`config.mk`:
```
export PLATFORM = sky130hd
export DESIGN_NAME = dmem_access_ctrl
export DESIGN_NICKNAME = d
export VERILOG_FILES = /design/src/rtl/dmem_access_ctrl.sv
export SDC_FILE = /design/constraint.sdc
export NUM_CORES = 1
export LEC_CHECK = 0
export ABC_AREA = 1
export BUFFER_PORTS_ARGS = -buffer_cell sky130_fd_sc_hd__buf_2
export CELL_PAD_IN_SITES_DETAIL_PLACEMENT = 1
export CELL_PAD_IN_SITES_GLOBAL_PLACEMENT = 1
export CORE_MARGIN = 10
export CORE_UTILIZATION = 35
export DETAILED_ROUTE_END_ITERATION = 7
export PLACE_DENSITY = 0.77
export SYNTH_ARGS = -nofsm -noshare
export SYNTH_HDL_FRONTEND = slang
export SYNTH_SLANG_ARGS = --single-unit
export TNS_END_PERCENT = 100
```
`constraint.sdc`:
```
create_clock -name clk -period 2.5 [get_ports clk]
set_clock_uncertainty 0.2 [all_clocks]
set_input_delay 0.125 -clock clk [delete_from_list [all_inputs] [get_ports clk]]
set_output_delay 0.125 -clock clk [all_outputs]
set_load 0.05 [all_outputs]
```
`src/rtl/dmem_access_ctrl.sv`:
```
// Memory-stage access sequencer: issues one data-memory transaction per MA-stage load/store,
// stalls the front of the pipeline while it is outstanding and returns extended load data.
module dmem_access_ctrl #(
    parameter int unsigned TIMEOUT_CYCLES = 255
) (
    input  logic        clk,
    input  logic        rst,
    input  logic        M_valid,
    input  logic        M_mem_rd,
    input  logic        M_mem_we,
    input  logic [2:0]  M_funct3,
    input  logic [31:0] M_alu_o,
    input  logic [31:0] M_wd,
    output logic        dm_req,
    output logic        dm_we,
    output logic [31:0] dm_addr,
    output logic [31:0] dm_wdata,
    output logic [3:0]  dm_be,
    input  logic        dm_ack,
    input  logic [31:0] dm_rdata,
    output logic        stall,
    output logic        W_bubble,
    output logic [31:0] M_dm_rd,
    output logic        err_access,
    output logic        err_timeout,
    output logic [1:0]  dbg_state
);

    typedef enum logic [1:0] {IDLE = 2'd0, ACCESS = 2'd1, DONE = 2'd2} state_t;

    localparam logic [7:0] TIMEOUT_LIMIT = 8'(TIMEOUT_CYCLES);

    state_t      state;
    logic [7:0]  cnt;
    logic [2:0]  ld_f3;
    logic [1:0]  ld_lo;
    logic        mem_op;
    logic        illegal;
    logic        issue;
    logic        timeout_hit;
    logic [3:0]  be_n;
    logic [31:0] wdata_n;
    logic [7:0]  rd_byte;
    logic [15:0] rd_half;
    logic [31:0] ld_ext;

    assign mem_op = M_valid & (M_mem_rd | M_mem_we);

    always_comb begin
        illegal = 1'b0;
        if (M_mem_we)
            illegal = (M_funct3 > 3'b010);
        else
            illegal = (M_funct3 == 3'b011) | (M_funct3[2:1] == 2'b11);
        if (M_funct3[1:0] == 2'b01 && M_alu_o[0])
            illegal = 1'b1;
        if (M_funct3[1:0] == 2'b10 && M_alu_o[1:0] != 2'b00)
            illegal = 1'b1;
    end

    assign issue       = (state == IDLE) & mem_op & ~illegal;
    // Reset forces the pipeline free even while the MA stage still shows a memory op.
    assign stall       = rst & (issue | (state == ACCESS));
    assign W_bubble    = stall;
    assign err_access  = rst & (state == IDLE) & mem_op & illegal;
    assign timeout_hit = (cnt + 8'd1) == TIMEOUT_LIMIT;
    assign dbg_state   = state;

    always_comb begin
        be_n    = 4'b1111;
        wdata_n = M_wd;
        if (M_mem_we) begin
            case (M_funct3[1:0])
                2'b00: begin
                    be_n    = 4'b0001 << M_alu_o[1:0];
                    wdata_n = {4{M_wd[7:0]}};
                end
                2'b01: begin
                    be_n    = M_alu_o[1] ? 4'b1100 : 4'b0011;
                    wdata_n = {2{M_wd[15:0]}};
                end
                default: begin
                    be_n    = 4'b1111;
                    wdata_n = M_wd;
                end
            endcase
        end
    end

    always_comb begin
        case (ld_lo)
            2'd0:    rd_byte = dm_rdata[7:0];
            2'd1:    rd_byte = dm_rdata[15:8];
            2'd2:    rd_byte = dm_rdata[23:16];
            default: rd_byte = dm_rdata[31:24];
        endcase
        rd_half = ld_lo[1] ? dm_rdata[31:16] : dm_rdata[15:0];
        case (ld_f3)
            3'b000:  ld_ext = {{24{rd_byte[7]}}, rd_byte};
            3'b001:  ld_ext = {{16{rd_half[15]}}, rd_half};
            3'b100:  ld_ext = {24'd0, rd_byte};
            3'b101:  ld_ext = {16'd0, rd_half};
            default: ld_ext = dm_rdata;
        endcase
    end

    // Handshake: dm_req rises with dm_we/dm_addr/dm_wdata/dm_be already stable and all of them
    // hold until the cycle dm_ack is seen (dm_rdata valid that same cycle) or the timeout fires;
    // dm_ack is ignored in any other state.
    always_ff @(posedge clk or negedge rst) begin
        if (!rst) begin
            state       <= IDLE;
            cnt         <= 8'd0;
            ld_f3       <= 3'd0;
            ld_lo       <= 2'd0;
            dm_req      <= 1'b0;
            dm_we       <= 1'b0;
            dm_addr     <= 32'd0;
            dm_wdata    <= 32'd0;
            dm_be       <= 4'd0;
            M_dm_rd     <= 32'd0;
            err_timeout <= 1'b0;
        end else begin
            case (state)
                IDLE: begin
                    err_timeout <= 1'b0;
                    if (issue) begin
                        dm_req   <= 1'b1;
                        dm_we    <= M_mem_we;
                        dm_addr  <= {M_alu_o[31:2], 2'b00};
                        dm_wdata <= wdata_n;
                        dm_be    <= be_n;
                        ld_f3    <= M_funct3;
                        ld_lo    <= M_alu_o[1:0];
                        cnt      <= 8'd0;
                        state    <= ACCESS;
                    end
                end
                ACCESS: begin
                    if (dm_ack) begin
                        dm_req  <= 1'b0;
                        M_dm_rd <= dm_we ? 32'd0 : ld_ext;
                        state   <= DONE;
                    end else if (timeout_hit) begin
                        dm_req      <= 1'b0;
                        err_timeout <= 1'b1;
                        M_dm_rd     <= 32'd0;
                        state       <= DONE;
                    end else begin
                        cnt <= cnt + 8'd1;
                    end
                end
                DONE: begin
                    err_timeout <= 1'b0;
                    M_dm_rd     <= 32'd0;
                    state       <= IDLE;
                end
                default: state <= IDLE;
            endcase
        end
    end

endmodule

```
# Yosys cells after proc, flatten, opt, wreduce, memory -nomap -nowiden

Cells that the tools add are included.
W data, S select, Z words.

Register bits after elaboration: 116
Input bits: 105
Word-level logic and storage cells: 89

Add/sub/neg operators: 1
Magnitude comparators: 1
Eq/ne operators: 17
Shifts and indexed selects: 1
Multiplexer cells: 30
Bitwise logic cells: 11
Reduce and logical (&&, ||, !) cells: 17

Operator list:

| cell                  | number |
|---|---|
| $mux W32              | 4 |
| $pmux W32 S2          | 2 |
| $pmux W32 S4          | 1 |
| $mux W8               | 3 |
| $pmux W8 S3           | 1 |
| $mux W16              | 1 |
| $pmux W8 S2           | 1 |
| $add A8 B1 Y8 const B | 1 |
| $eq A2 B2 Y1 const B  | 4 |
| $eq A8 B8 Y1 const B  | 1 |
| $mux W1               | 8 |
| $mux W4               | 2 |
| $ne A2 B2 Y1 const B  | 4 |
| $pmux W4 S2           | 1 |
| $reduce_bool A2 Y1    | 4 |
| $and A1 B1 Y1         | 7 |
| $eq A2 B1 Y1 const B  | 3 |
| $eq A3 B3 Y1 const B  | 2 |
| $logic_not A2 Y1      | 3 |
| $mux W2               | 3 |
| $reduce_and A2 Y1     | 3 |
| $reduce_and A3 Y1     | 2 |
| $pmux W1 S2           | 2 |
| $pmux W2 S2           | 1 |
| other kinds (11)      | 14 |

# Longest topological paths before layout

Gate-level depths: netlist (run 1).

Depth in word-level cells: 9
Mapped depth: 12

# Least setup slack after synthesis (run 1)

OpenSTA, ideal clock, no wires.

Path type: reg2out
Start point: register state[0], in the netlist dbg_state[0]
End point: output stall
Arrival: 2.056 ns
Required time: 2.175 ns
Setup slack: 0.119 ns
Cell stages (with the launch flop): 8
Path buffers: 3
Cell sequence: dfrtp_1 nor2_1 nand2_1 nor2_1 buf_2 buf_2 o21a_1 buf_4

Longest elaborated chain between the ends: 5
Elaborated cells between the ends (all ways): 6
Those cells by class: eq/ne (1); bitwise (4); reduce/logical (1)

Ends and longest elaborated chain:

| element                    | line | text |
|---|---|---|
| from (decl)                | 33   | `state_t state;` |
| from (signal assigned)     | 112  | `state <= IDLE;` |
| from (signal assigned)     | 136  | `state <= ACCESS;` |
| from (signal assigned)     | 143  | `state <= DONE;` |
| $logic_not A2 Y1           | 61   | `assign issue = (state == IDLE) & mem_op & ~illegal;` |
| $and A1 B1 Y1 (2 in a row) | 61   |  |
| $or A1 B1 Y1 *             | 63   | `assign stall = rst & (issue \| (state == ACCESS));` |
| $and A1 B1 Y1 *            | 63   |  |
| to (decl)                  | 21   | `output logic stall,` |

Every way passes the cells marked *; elsewhere a longest branch is shown, timed or not.

# Worst setup path in the final report (run 1)

Start point: input M_funct3[2]
End point: register dm_wdata[29]

Longest elaborated chain between the ends: 8
Elaborated cells between the ends (all ways): 10
Those cells by class: order compare (1); eq/ne (2); mux (3); bitwise (3); reduce/logical (1)

Ends and longest elaborated chain:

| element                                              | line | text |
|---|---|---|
| from (decl)                                          | 11   | `input logic [2:0] M_funct3,` |
| branches (longest 2 deep; another with $gt A3 B2 Y1) | -    |  |
| $mux W1 *                                            | 51   | `if (M_mem_we)` |
| $mux W1 *                                            | 55   | `if (M_funct3[1:0] == 2'b01 && M_alu_o[0])` |
| $mux W1 *                                            | 57   | `if (M_funct3[1:0] == 2'b10 && M_alu_o[1:0] != 2'b00)` |
| $not A1 Y1 *                                         | 61   |  |
| $and A1 B1 Y1 *                                      | 61   |  |
| $reduce_and A2 Y1 (no line) *                        | -    |  |
| to (signal assigned)                                 | 131  | `dm_wdata <= wdata_n;` |
| to (decl)                                            | 17   | `output logic [31:0] dm_wdata,` |

Mark *: on every way between the ends.
A chain may end at the register's enable or synchronous reset.

==> run_results.csv, run 1 <==
group,metric,value,unit
placed_design,pre_cts_ws,294.2,ps
grt,antenna_found_initial,4,
routing,antenna_left,0,
yosys,synth_area_leaders,"dfrtp_1, nand2_1, nor2_1, a21oi_1, nand3_1",
setup_path,cp.arrival,2530,ps
yosys,ys.flop_type,"dfrtp_1",
power,finalPower,9.548,mW
floorplan,die_area,22270,sq um
grt,grt_max_degree,117,
outcome,outcome,"finished clean",
clocking,clk_pin_slew_worst_paths,60,ps
routing,vias,6608,
sta,worst_slack,126.0,ps
routing,wl_per_cell,19.13,microns
setup_path,crit_required,2650,ps
setup_path,path_delay_family,"buffers and inverters",
yosys,yosys.area.top_type,"dfrtp_1",
sta,worstMarginPinSlew,689.1,ps
sta,period_minus_slack,2374,ps
yosys,postSynthCellCount,775,
yosys,synth-edff-count,0,
layout,multi_input_area,2549,sq um
yosys,yosys_warnings,0,
sta,setup_viol,0,
routing,drt_first_iter_violations,352,
floorplan,start_util,35.49,%
clocking,cts_max_path_buffers,2,
floorplan,io_pins,213,
routing,firstDrtPassIters,4,
layout,nets,1185,
placed_design,port_buffers,210,
yosys,synth_area,5844,sq um
setup_path,slowest_delay,570,ps
layout,drive_above_1_share,24.75,%
flow_run,maxCapViolCount,0,
routing,drc,0,
floorplan,die_h,149.2,microns
setup_path,crit_path_top_delay_cell,"dlygate4sd3_1",
power,power.density,1086,nW/um^2
floorplan,die_w,149.2,microns
placed_design,gp_congestion,0.8006,
clocking,cts_root_buf,"clkbuf_16",
grt,grt_pass1_vias,7255,
grt,grt_pass1_wl,39740,microns
grt,overflow,0,
clocking,cts_buffers,17,
clocking,clk_latency,410,ps
sta,max_freq,421.2,MHz
setup_path,crit_fanout,32,
yosys,yosysTopAreaCellShare,49.67,%
layout,fill_cells,2074,
layout,syn2layout_area_growth,50.46,%
floorplan,rows,47,
setup_path,startpoint_type,"input pin",
layout,final-instance-count-excl-fill,1314,
yosys,synth_cell_types,30,
setup_path,end_kind,"flop",
sta,fin_crit_sh,94.96,%
power,ir_drop,0.0005470,V
clocking,htree_levels,4,
routing,postRouteWirelength,25140,microns
grt,grt_usage,22.30,%
setup_path,worstPathCellList,"dlygate4sd3_1 > buf_2 > inv_1 > o21ai_0 > o31ai_1 > nand2_1 > nor2_4 > buf_6 > buf_12 > nand3_1 > nand3_1 > dlygate4sd3_1",
placed_design,placedCellCount,1172,
yosys,async_reset_ff_share,100.0,%
setup_path,path_buf_inv,6,
clocking,cts.sinks,116,
sta,hold_violations,0,
layout,seq_area,2903,sq um
yosys,ys_seq_area_share,49.67,%
yosys,syn-mean-instance-area,7.541,sq um
clocking,cts_tree,"yes",
sta,fin_setup_tns,0,ps
placed_design,hpwl,15630,microns
sta,max_slew_margin,54.06,%
power,leakagePower,4.767,nW
floorplan,core,16470,sq um
worst_hold_path,min-delay-path-class,"input pin to flop",
sta,drv_slew,0,
yosys,ys_ff_latch,116,
layout,finish.utilization,53.40,%
setup_path,critPathKind,"input pin to flop",
routing,viasPerCell,5.029,
[state kept, by name (all words and copies together), names as in the netlist]
| name | flops |
|---|---|
| dm_req | 1 |
| cnt | 8 |
| ld_lo | 2 |
| M_dm_rd | 32 |
| ld_f3 | 3 |
| dm_wdata | 32 |
| err_timeout | 1 |
| dm_be | 4 |
| dm_addr | 30 |
| dm_we | 1 |
| dbg_state | 2 |
[final timing paths]
check	startpoint	to	slack, ps	cells after the start
max reg2reg	dbg_state[0]	dm_wdata[29]	220	8
min in group asynchronous	rst	cnt[5]	160	3
min reg2reg	dm_addr[21]	dm_addr[21]	260	2
max in group asynchronous	rst	M_dm_rd[11]	1390	3
max	M_funct3[2]	dm_wdata[29]	130	12
min	dm_rdata[15]	M_dm_rd[15]	10	7
[stage by stage]
step | area [sq um] | hold WS, ps
after floorplan | 5848 | -370.6
after global placement | 7087 | 124.5
after detailed placement | 7087 | 130.1
after CTS | 8730 | 2.812
after global routing | 8793 | 54.14
final | 8793 | 11.05
[tightest hold or removal path: cells and delay by family]
| kind | cells | cell delay (ps) |
|---|---|---|
| and+or+nand+nor | 5 | 300 |
| buffers and inverters | 2 | 170 |
[routing by layer]
layer  vias up  global-route usage [%]  routed length (microns)
met5         -                       0                       13
met4         2                   7.655                      481
met3        43                   7.919                     1977
met2       200                   37.37                    12470
met1      3238                   25.90                    10200
li1       3125                       -                        -
[where the power goes]
group	total [mW]	switching (mW)	internal, mW
Combinational	4.17	3.14	1.03
Clock	2.55	0.930	1.62
Sequential	2.83	0.392	2.43
Total	9.55	4.46	5.08
[logic make-up (layout without fill, tap and decap cells)]
logic type	after synthesis	in the layout	share of synthesized area (%)
AOI/OAI and AO/OA	104	104	9.891
adders and majority gates	2	2	0.4281
buffers and inverters	92	407	7.001
DFF	116	116	49.67
other	1	5	0.06416
and+or+nand+nor	460	460	32.95
[Yosys cell counts, types with 2 or more instances]
master	n
nand3_1	47
nor3_1	5
o21bai_1	2
nand2_1	292
clkinv_1	2
clkbuf_1	23
buf_4	5
nand3b_1	2
a21oi_1	48
o211ai_1	4
o211a_1	5
a211oi_1	2
buf_2	18
inv_2	3
ha_1	2
o21ai_0	38
nand4_1	37
nand2_2	2
inv_1	38
buf_6	3
nor2_1	70
o21a_1	4
dfrtp_1	116
[cell usage in the layout, fill, tap and decap left out, drive strengths merged, types with 3 or more instances in the layout]
master / netlist / final
nor3: 5 / 5
dfrtp: 116 / 116
clkbuf: 23 / 21
nand3: 49 / 49
dlygate4sd3: 0 / 103
o21a: 4 / 4
nand4: 37 / 37
diode: 0 / 3
a21oi: 48 / 48
nor2: 71 / 71
o211a: 5 / 5
clkinvlp: 0 / 5
o21ai: 38 / 38
clkinv: 2 / 6
bufinv: 0 / 3
o211ai: 4 / 4
buf: 26 / 228
nand2: 294 / 294
inv: 41 / 41
[what timing repair did]
| item | 4_1_cts | 5_1_grt |
|---|---|---|
| hold buffers | 103 | 0 |
| gates resized for setup | 0 | 2 |
| endpoints found under the setup margin | 0 | 11 |
| endpoints found under the hold margin | 217 | 0 |
| buffers inserted | 0 | 3 |
[final cells by class]
class                      instances  share of cell area [%]
sequential                       116                   33.01
multi-input combinational        568                   28.98
timing repair buffer             332                   26.00
clock buffer                      20                   5.194
tap                              220                   3.130
inverter                          43                   1.836
clock inverter                    12                   1.764
antenna                            3                 0.08537
Power figures use the tool's default switching activity.
==> inputs of run 2 (changes only) <==
PLACE_DENSITY = 0.85   (was 0.77)
==> run_results.csv, run 2 (synthesized netlist as in run 1, its figures left out) <==
group,metric,value,unit
outcome,outcome,"finished clean",
sta,worstMarginPinSlew,540.4,ps
power,power.density,1101,nW/um^2
power,leakagePower,4.804,nW
routing,postRouteWirelength,26950,microns
clocking,clk_pin_slew_worst_paths,50,ps
placed_design,placed_cell_area,7094,sq um
setup_path,slowest_delay,570,ps
layout,drive_above_1_share,24.68,%
setup_path,cp.arrival,2530,ps
grt,antenna_found_initial,2,
setup_path,startpoint_type,"input pin",
sta,max_slew_margin,63.89,%
setup_path,ff2ff_path_depth,7,
setup_path,path_delay_family,"buffers and inverters",
routing,drt_first_iter_violations,256,
clocking,cts_tree,"yes",
power,ir_drop,0.0005793,V
routing,drc,0,
floorplan,rows,47,
setup_path,end_kind,"flop",
sta,period_minus_slack,2437,ps
grt,grt_max_degree,78,
sta,fin_crit_sh,97.47,%
routing,vias,6786,
floorplan,die_h,149.2,microns
floorplan,core,16470,sq um
clocking,cts_buffers,17,
setup_path,critPathKind,"input pin to flop",
layout,nets,1188,
placed_design,gp_congestion,0.8563,
sta,rsz0062_at_grt,"true",
clocking,cts_root_buf,"clkbuf_16",
placed_design,hpwl,15850,microns
setup_path,crit_path_top_delay_cell,"dlygate4sd3_1",
routing,top_layer_used,"met4",
clocking,clk_latency,410,ps
layout,syn2layout_area_growth,51.55,%
sta,drv_slew,0,
routing,met3_length,1818,microns
clocking,cts.sinks,116,
setup_path,crit_required,2590,ps
routing,viasPerCell,5.157,
floorplan,io_pins,213,
sta,max_freq,410.4,MHz
floorplan,die_w,149.2,microns
layout,finish.utilization,53.79,%
sta,setup_viol,0,
floorplan,start_util,35.49,%
clocking,cts_max_path_buffers,2,
flow_run,maxCapViolCount,0,
layout,final_common_cell,"nand2_1",
routing,route.met2.wl,13800,microns
placed_design,port_buffers,210,
setup_path,worstPathCellList,"dlygate4sd3_1 > buf_2 > o31ai_1 > nand2_1 > nor2_4 > inv_6 > a21oi_1 > a21oi_1 > dlygate4sd3_1",
layout,final_cell_mix,"nand2_1, buf_2, dfrtp_1, dlygate4sd3_1, nor2_1",
worst_hold_path,min-delay-path-class,"input pin to flop",
worst_hold_path,whs_path_depth,7,
grt,grt_usage,23.82,%
grt,grt_pass1_vias,7533,
routing,antenna_left,0,
grt,overflow,0,
layout,stdcell_area,8857,sq um
setup_path,crit_fanout,34,
setup_path,path_buf_inv,4,
sta,hold_violations,0,
clocking,htree_levels,4,
floorplan,die_area,22270,sq um
routing,wl_per_cell,20.48,microns
layout,top_regs,"M_dm_rd (32), dm_wdata (32), dm_addr (30)",
routing,firstDrtPassIters,5,
routing,wl_met1,10630,microns
setup_path,crit_cells,9,
layout,fill_cells,2062,
grt,grt_pass1_wl,41980,microns
run 2: cell types whose count changed in the layout (fill, tap and decap cells not counted), sizes merged:
cell / before / now
clkinvlp: 5 / 2
buf: 228 / 226
clkbuf: 21 / 27
dlygate4sd3: 103 / 105
bufinv: 3 / 4
clkinv: 6 / 5
diode: 3 / 2
run 2: final timing paths:
kind,from,to,slack (ps)
max,M_funct3[0],dm_wdata[20],60
min in group asynchronous,rst,M_dm_rd[2],150
min,dm_rdata[15],M_dm_rd[15],20
max reg2reg,dbg_state[0],dm_wdata[20],180
min reg2reg,dm_addr[20],dm_addr[20],260
max in group asynchronous,rst,dm_wdata[15],1520
run 2: cell type report:
class / count / area, sq um / share of cell area, %
diodes: 2 / 5.005 / 0.05651
clock buffers: 23 / 478.0 / 5.396
clock inverters: 9 / 150.1 / 1.695
inverters: 43 / 166.4 / 1.879
multi-input cells: 568 / 2547 / 28.76
flip-flops and latches: 116 / 2903 / 32.77
well taps: 220 / 275.3 / 3.108
repair buffers: 335 / 2332 / 26.33
run 2: repair_timing:
action                                  in CTS  in global routing
endpoints found under the setup margin       0                 12
gates resized for setup                      0                  6
hold buffers                               105                  0
setup buffers                                0                  2
endpoints found under the hold margin      215                  0
run 2: routing by layer:
layer  track usage (%)  vias up
met5                 0        -
met4             8.881        0
met3             6.978       51
met2             41.46      273
met1             26.99     3330
li1                  -     3132
run 2: worst min-delay path, stage by stage:
cell and delay [ps]:
buf_2 110, nor2_1 50, nor2_1 90, nand2_1 60, inv_1 60, nand2_1 50
nand2_1 50
run 2: where the power goes:
part           internal [mW]  total (mW)  switching (mW)
sequential              2.43        2.83           0.397
combinational           1.06        4.26            3.21
clock                   1.74        2.66           0.915
total                   5.24        9.75            4.52
run 2: per-stage QoR:
step           hold WS [ps]  worst slack (ps)  cells  setup TNS (ps)  power, mW
6_report              21.55             63.28   1316               0      9.754
4_1_cts               20.13             6.161   1310               0      9.645
3_3_place_gp          60.11             389.1   1173               0      6.684
2_1_floorplan        -370.6             118.8    776               0      5.646
3_5_place_dp          53.90             347.0   1173               0      6.780
5_1_grt               60.31            -20.59   1316          -23.04      10.22
